==> src/rtl/spi_flash_target.sv <==
// SPI serial-flash responder (mode 3) mapping opcodes 05/01/06/02/03/20 onto a byte-wide memory port.
// Define FLASH_TGT_BUSY_EN to hold WIP for BUSY_CYCLES clocks after program / write-status.
module spi_flash_target #(
  parameter int ADDR_W       = 24,
  parameter int SECTOR_BYTES = 4096,
  parameter int BUSY_CYCLES  = 64
) (
  input  logic              clk,
  input  logic              rst,
  input  logic              SCK,
  input  logic              CSbar,
  input  logic              DI,
  output logic              DO,
  output logic [ADDR_W-1:0] mem_addr,
  output logic [7:0]        mem_wdata,
  output logic              mem_we,
  input  logic [7:0]        mem_rdata,
  output logic [7:0]        status
);

  localparam int SEC_W  = $clog2(SECTOR_BYTES);
  localparam int BUSY_W = $clog2(BUSY_CYCLES + 1);
  localparam logic [SEC_W:0] ERASE_END = (SEC_W + 1)'(SECTOR_BYTES);

  typedef enum logic [3:0] {
    IDLE, OPCODE, ADDR, RD_DATA, STAT_OUT, STAT_IN, WR_DATA, ERASE, IGNORE
  } state_t;

  state_t              state;
  logic [1:0]          sck_sy, cs_sy, di_sy;
  logic                sck_q, cs_q;
  logic [7:0]          opcode, shift_sr, out_sr;
  logic [2:0]          bit_cnt;
  logic [15:0]         addr_sr;
  logic [1:0]          addr_byte;
  logic [ADDR_W-1:0]   addr_q;
  logic                wip, wel;
  logic [5:0]          user_bits;
  logic                erasing;
  logic [SEC_W:0]      erase_cnt;
  logic [BUSY_W-1:0]   busy_cnt;

  logic                cs_s, sck_rise, cs_fall, cs_rise, byte_done, addr_load;
  logic [7:0]          shift_in;
  logic [23:0]         addr_full;
  logic [ADDR_W-1:0]   addr_next;

  assign cs_s      = cs_sy[1];
  assign sck_rise  = sck_sy[1] & ~sck_q;
  assign cs_fall   = ~cs_s & cs_q;
  assign cs_rise   = cs_s & ~cs_q;
  assign shift_in  = {shift_sr[6:0], di_sy[1]};
  assign byte_done = sck_rise & ~cs_s & (bit_cnt == 3'd7);
  assign addr_full = {addr_sr, shift_in};
  assign addr_next = addr_full[ADDR_W-1:0];

  // The first read byte must reach DO on the same edge that completes the address,
  // so the memory sees the incoming address combinationally for that one cycle.
  assign addr_load = byte_done && (state == ADDR) && (addr_byte == 2'd2) && (opcode == 8'h03);
  assign mem_addr  = addr_load ? addr_next : addr_q;

  assign status = {user_bits, wel, wip};

  always_ff @(posedge clk or posedge rst) begin
    if (rst) begin
      sck_sy    <= 2'b11;
      cs_sy     <= 2'b11;
      di_sy     <= 2'b00;
      sck_q     <= 1'b1;
      cs_q      <= 1'b1;
      state     <= IDLE;
      opcode    <= 8'h00;
      shift_sr  <= 8'h00;
      out_sr    <= 8'h00;
      bit_cnt   <= 3'd0;
      addr_sr   <= 16'h0000;
      addr_byte <= 2'd0;
      addr_q    <= '0;
      DO        <= 1'b0;
      mem_we    <= 1'b0;
      mem_wdata <= 8'h00;
      wip       <= 1'b0;
      wel       <= 1'b0;
      user_bits <= 6'd0;
      erasing   <= 1'b0;
      erase_cnt <= '0;
      busy_cnt  <= '0;
    end else begin
      sck_sy <= {sck_sy[0], SCK};
      cs_sy  <= {cs_sy[0], CSbar};
      di_sy  <= {di_sy[0], DI};
      sck_q  <= sck_sy[1];
      cs_q   <= cs_s;
      mem_we <= 1'b0;

      if (busy_cnt != '0) begin
        busy_cnt <= busy_cnt - 1'b1;
        if (busy_cnt == BUSY_W'(1)) begin
          wip <= 1'b0;
          wel <= 1'b0;
        end
      end

      // Erase sweep runs independently so the host can poll status while it proceeds.
      if (erasing) begin
        if (erase_cnt == ERASE_END) begin
          erasing <= 1'b0;
          wip     <= 1'b0;
          wel     <= 1'b0;
        end else begin
          mem_we    <= 1'b1;
          mem_wdata <= 8'hFF;
          addr_q    <= {addr_q[ADDR_W-1:SEC_W], erase_cnt[SEC_W-1:0]};
          erase_cnt <= erase_cnt + 1'b1;
        end
      end

      if (state == WR_DATA && mem_we)
        addr_q[7:0] <= addr_q[7:0] + 8'd1;

      if (cs_fall) begin
        bit_cnt   <= 3'd0;
        addr_byte <= 2'd0;
        state     <= OPCODE;
        DO        <= 1'b0;
      end else if (cs_rise) begin
        case (state)
          ERASE: begin
            erasing   <= 1'b1;
            erase_cnt <= '0;
            wip       <= 1'b1;
          end
          WR_DATA, STAT_IN: begin
`ifdef FLASH_TGT_BUSY_EN
            wip      <= 1'b1;
            busy_cnt <= BUSY_W'(BUSY_CYCLES);
`else
            wel <= 1'b0;
`endif
          end
          default: ;
        endcase
        state <= IDLE;
        DO    <= 1'b0;
      end else if (sck_rise && !cs_s) begin
        shift_sr <= shift_in;
        bit_cnt  <= bit_cnt + 1'b1;
        case (state)
          OPCODE: if (byte_done) begin
            opcode <= shift_in;
            if (wip && shift_in != 8'h05) begin
              state <= IGNORE;
            end else begin
              case (shift_in)
                8'h05: begin
                  state  <= STAT_OUT;
                  DO     <= status[7];
                  out_sr <= {status[6:0], 1'b0};
                end
                8'h06: begin
                  wel   <= 1'b1;
                  state <= IGNORE;
                end
                8'h01:        state <= wel ? STAT_IN : IGNORE;
                8'h02, 8'h20: state <= wel ? ADDR : IGNORE;
                8'h03:        state <= ADDR;
                default:      state <= IGNORE;
              endcase
            end
          end
          ADDR: if (byte_done) begin
            addr_sr   <= {addr_sr[7:0], shift_in};
            addr_byte <= addr_byte + 1'b1;
            if (addr_byte == 2'd2) begin
              addr_q <= addr_next;
              case (opcode)
                8'h03: begin
                  state  <= RD_DATA;
                  DO     <= mem_rdata[7];
                  out_sr <= {mem_rdata[6:0], 1'b0};
                  addr_q <= addr_next + 1'b1;
                end
                8'h02:   state <= WR_DATA;
                default: state <= ERASE;
              endcase
            end
          end
          RD_DATA: begin
            if (byte_done) begin
              DO     <= mem_rdata[7];
              out_sr <= {mem_rdata[6:0], 1'b0};
              addr_q <= addr_q + 1'b1;
            end else begin
              DO     <= out_sr[7];
              out_sr <= {out_sr[6:0], 1'b0};
            end
          end
          STAT_OUT: begin
            if (byte_done) begin
              DO     <= status[7];
              out_sr <= {status[6:0], 1'b0};
            end else begin
              DO     <= out_sr[7];
              out_sr <= {out_sr[6:0], 1'b0};
            end
          end
          STAT_IN: if (byte_done) user_bits <= shift_in[7:2];
          WR_DATA: if (byte_done) begin
            mem_we    <= 1'b1;
            mem_wdata <= shift_in;
          end
          IGNORE:  DO <= 1'b0;
          default: ;
        endcase
      end
    end
  end

endmodule
==> config.mk <==
export PLATFORM = sky130hd
export DESIGN_NAME = spi_flash_target
export DESIGN_NICKNAME = d
export VERILOG_FILES = /design/src/rtl/spi_flash_target.sv
export SDC_FILE = /design/constraint.sdc
export NUM_CORES = 1
export LEC_CHECK = 0
export CAP_MARGIN = 20
export CORE_UTILIZATION = 63
export DETAILED_ROUTE_END_ITERATION = 10
export GPL_TIMING_DRIVEN = 0
export PLACE_DENSITY = 0.83
export RECOVER_POWER = 25
export SETUP_SLACK_MARGIN = 0.05
export SYNTH_ARGS = -nofsm -noshare
export SYNTH_HDL_FRONTEND = slang
export SYNTH_SLANG_ARGS = --single-unit
==> constraint.sdc <==
create_clock -name clk -period 12.65 [get_ports clk]
set_clock_uncertainty 0.15 [all_clocks]
set_input_delay 2.53 -clock clk [delete_from_list [all_inputs] [get_ports clk]]
set_output_delay 2.53 -clock clk [all_outputs]
set_load 0.005 [all_outputs]
Yosys cells after proc, flatten, opt, wreduce, memory -nomap -nowiden
Cells that the tools add are included.
W data, S select, Z words.
Operators by class
  eq/ne operators: 34
  bitwise logic cells: 10
  add/subtract/negate cells: 7
  reductions and logical operators: 26
  muxes and demuxes: 94
Operators by type and width (number)
  $mux W24: 8
  $mux W8: 16
  $mux W13: 5
  $add A24 B1 Y24 const B: 2
  $pmux W24 S2: 1
  $mux W1: 40
  $mux W4: 9
  $eq A8 B2 Y1 const B: 4
  $pmux W8 S4: 1
  $mux W12: 2
  $reduce_and A5 Y1: 4
  $eq A4 B3 Y1 const B: 4
  $eq A8 B3 Y1 const B: 2
  $ne A4 B4 Y1 const B: 4
  $pmux W4 S4: 1
  $reduce_bool A7 Y1: 2
  $add A13 B1 Y13 const B: 1
  $eq A13 B13 Y1 const B: 1
  $mux W2: 5
  $ne A2 B2 Y1 const B: 5
  $reduce_and A10 Y1: 1
  $mux W3: 3
  $add A8 B1 Y8 const B: 1
  $eq A4 B2 Y1 const B: 2
  28 further kinds: 47
Storage, ports and cells
  register bits: 119
  output and inout port bits: 42
  logic and storage cells: 193
  input bits: 13

Longest topological paths before layout
  depth in word-level cells: 12
  mapped depth: 10
  mapped depth without buffers: 7

Worst setup path after synthesis
No wires, ideal clock.
  path kind: register to output
  start point: register bit_cnt[0]
  end point: output port mem_addr[14]
  buffers on the path: 2
  cell stages (with the launch flop): 10
  data arrival time: 2.258 ns
  data required time: 9.970 ns
  slack: 7.712 ns
  cell sequence: dfrtp_1 -> ha_1 -> ha_1 -> and4bb_2 -> and2_1 -> clkbuf_1 -> nand2_1 -> nor2_1 -> buf_2 -> mux2_2
Between the ends
  word-level cells in the longest chain between the ends: 6
RTL lines
  start, declared: RTL line 33  | logic [2:0] bit_cnt;
  start signal, assigned: RTL line 147  | bit_cnt <= bit_cnt + 1'b1;
  $eq A3 B3 Y1: RTL line 53  | assign byte_done = sck_rise & ~cs_s & (bit_cnt == 3'd7);
  $and A1 B1 Y1: RTL line 53
  $logic_and A1 B1 Y1 (3 in a row): RTL line 59  | assign addr_load = byte_done && (state == ADDR) && (addr_byte == 2'd2) && (opcode == 8'h03);
  $mux W24: RTL line 60  | assign mem_addr = addr_load ? addr_next : addr_q;
  end, declared: RTL line 14  | output logic [ADDR_W-1:0] mem_addr,
No other way between the ends.

Worst setup path after layout
  start point: register state[2]
  end point: output port mem_addr[5]
Between the ends
  word-level cells in the longest chain between the ends: 5
RTL lines
  start, declared: RTL line 29  | state_t state;
  start signal, assigned: RTL line 164  | 8'h01: state <= wel ? STAT_IN : IGNORE;
  start signal, assigned: RTL line 165  | 8'h02, 8'h20: state <= wel ? ADDR : IGNORE;
  $eq A4 B2 Y1: RTL line 59
  $logic_and A1 B1 Y1 (3 in a row): RTL line 59
  $mux W24: RTL line 60
No other way between the ends.

==> impl_metrics.json <==
{
  "placed_cells": 959,
  "timing.final.crit_period_ns": 6.64,
  "grt_pass1_vias": 6683,
  "h-tree-depth": 4,
  "final.setup.tns_ns": 0,
  "synthFlopType": "dfrtp_1",
  "ir_drop_uv": 169,
  "drcViolationCount": 0,
  "vias_per_cell": 6.91,
  "min_path_type": "reg -> reg",
  "power_density_nw_per_um2": 128,
  "synth_edf_count": 0,
  "synth_area_um2": 7240,
  "cts_root_buf": "clkbuf_16",
  "setup_violations": 0,
  "rows": 38,
  "drtIter0Drc": 1029,
  "path_delay_family": "buffers and inverters",
  "diodes": 0,
  "nets": 865,
  "synth_xor_area_frac": 0.0508,
  "die_area_um2": 11900,
  "outcome": "finished clean",
  "synth-simple-area-share": 0.215,
  "synthArstFlopShare": 1.00,
  "grt_pass1_wl_um": 35300,
  "grt_max_degree": 71,
  "worstPathMaxFanout": 10,
  "synthMuxAreaShare": 0.101,
  "start_util": 0.656,
  "synth_cells": 764,
  "worst_path_max_delay_cell": "nor2_1",
  "worst-path-buf-inv": 4,
  "antenna_found_initial": 0,
  "ys_seq_area_frac": 0.409,
  "rsz0062_at_grt": "no",
  "postLayoutCellArea_um2": 8560,
  "synth_top_family_by_area": "simple AND/OR/NAND/NOR gates",
  "critical_path_required_ns": 9.97,
  "maxCapViolCount": 0,
  "finalMaxSlewViolations": 0,
  "drt-pass1-iter-count": 6,
  "met2_usage": 0.601,
  "grt-ovfl-total": 0,
  "final_cell_mix": "dfrtp_1 (112), nand2_1 (56), mux2_2 (51), clkdlybuf4s50_1 (51), nor2_1 (49)",
  "gp_routability_congestion": 0.991,
  "dr_total_vias": 6850,
  "io_buffers": 54,
  "stdcell_count": 991,
  "slew_headroom": 0.0822,
  "worst_setup_path_end_kind": "output port",
  "clk_pin_slew_ns": 0.06,
  "tightestPinTransition_ns": 1.36,
  "hold_viol": 0,
  "die_x_um": 109,
  "holdBufCountCts": 0,
  "grtUsageMet1": 0.521,
  "yosys.area_share.adder": 0.0242,
  "fmax_mhz": 151,
  "grt_use_met3": 0.112,
  "num_io_pins": 55,
  "die_h_um": 109,
  "arrival_ns": 3.96,
  "grt_use_total": 0.396,
  "antenna_left": 0,
  "max_stage_delay_ns": 0.53,
  "syn_area_per_cell_um2": 9.47,
  "clock_latency_ns": 0.43,
  "grt-busiest-layer": "met2",
  "place_hpwl_um": 15100,
  "fin_crit_sh": 0.525,
  "final_common_cell": "dfrtp_1",
  "cts_tree": "built",
  "place_area_um2": 7980,
  "cp_cell_sequence": "clkbuf_1 -> nor4b_1 -> clkbuf_1 -> nand2_1 -> nor2_1 -> buf_2 -> mux2_2 -> clkdlybuf4s50_1",
  "cts-resized-gates": 0,
  "synth_cell_types": 69,
  "drt-total-wl_um": 21900,
  "cp_common_cell": "clkbuf_1",
  "synth.net_count": 791,
  "synth-compound-area-share": 0.156,
  "critical_path_class": "reg -> out",
  "cts_made_buffers": 17,
  "drive_gt1_frac": 0.128,
  "yosys_warnings": 0,
  "area_growth_pct": 18.3,
  "cts_max_path_buffers": 2,
  "postCtsSetupRepairBufs": 0,
  "wl_per_cell_um": 22.1,
  "startpoint_type": "flip-flop",
  "cellLeakagePower_nw": 3.60,
  "clkSinkCount": 118,
  "synth-seq-cells": 118,
  "fp.coreArea_um2": 11000
}
[cells in the mapped netlist (5+ instances only)]
cell type  count  area (µm²)
nor2b_1        5        31.3
clkbuf_1      38         143
o21ai_0       48         240
a21oi_1       28         140
a31oi_1       11        68.8
mux2i_1       13         130
dfstp_2        6         158
buf_2          6        30.0
and3_1        12        75.1
nor3_1        18        90.1
and2_1        10        62.6
o221ai_1       7        61.3
mux2_2        52         586
and4_1         8        70.1
nor2_1        49         184
o211ai_1       5        37.5
a21o_1         5        37.5
xnor2_1       21         184
o22ai_1        9        56.3
or3_1          8        50.1
nand2_1       56         210
inv_1         28         105
nor4b_1        6        52.6
or4_1          7        52.6
nor4_1        14        87.6
xor2_1        21         184
ha_1          14         175
nand4_1       23         144
nand3_1       30         150
a222oi_1       6        60.1
dfrtp_1      112        2800
a211oi_1       5        37.5
[power breakdown]
group          total (mW)  switching, mW  internal (mW)  leakage (nW)
registers           0.430         0.0257          0.404          1.61
logic               0.180          0.108         0.0722          1.70
clock network       0.485          0.187          0.298         0.282
total                1.09          0.320          0.774          3.60
[metrics by stage]
step	setup slack [ns]	hold WS [ns]	util	power (mW)
2_1_floorplan	6.85	0.181	-	0.536
3_3_place_gp	5.34	0.183	0.721	0.599
3_5_place_dp	6.63	0.186	0.724	0.607
4_1_cts	6.18	0.201	0.777	1.09
5_1_grt	5.81	0.208	0.776	1.13
6_report	6.01	0.202	0.776	1.09
[layer usage]
layer  wire, µm  part of all wire
met1       8760              0.40
met4        835             0.038
met2       9980              0.46
met5          0                 0
met3       2320              0.11
[sequential cells by signal, summed over array words and instances, names as in the netlist]
| register | count |
|---|---|
| cs_sy | 2 |
| sck_q | 1 |
| shift_sr | 7 |
| wip | 1 |
| DO | 1 |
| user_bits | 6 |
| addr_q | 24 |
| opcode | 8 |
| erase_cnt | 13 |
| mem_wdata | 8 |
| bit_cnt | 3 |
| mem_we | 1 |
| addr_byte | 2 |
| addr_sr | 16 |
| cs_q | 1 |
| erasing | 1 |
| sck_sy | 2 |
| busy_cnt | 7 |
| wel | 1 |
| di_sy | 2 |
| out_sr | 7 |
| state | 4 |
[layout make-up]
class / count / area (µm²)
Clock inverter: 12 / 145
Inverter: 28 / 108
Clock buffer: 20 / 447
Multi-Input combinational cell: 568 / 3950
Buffer: 50 / 209
Tap cell: 140 / 175
Fill cell: 758 / 2470
Timing Repair Buffer: 55 / 568
Sequential cell: 118 / 2960
[final timing paths]
path	startpoint	to	slack, ns	depth (start not counted)
max	state[2]	mem_addr[5]	6.01	8
min	di_sy[0]	di_sy[1]	0.20	0
max reg2reg	addr_q[4]	addr_q[22]	9.31	6
min reg2reg	di_sy[0]	di_sy[1]	0.20	0
max in group asynchronous	rst	addr_sr[14]	9.11	3
min in group asynchronous	rst	mem_wdata[0]	2.50	2
[logic make-up (layout without fill, tap and decap cells)]
| group | count (synthesis) | after routing |
|---|---|---|
| adder cells (fa/ha/maj) | 14 | 14 |
| buffers and inverters | 78 | 165 |
| AO/OA/AOI/OAI | 169 | 169 |
| multiplexers | 66 | 66 |
| AND/OR/NAND/NOR | 277 | 277 |
| XOR/XNOR | 42 | 42 |
| flip-flops | 118 | 118 |
Power figures use the tool's default switching activity.
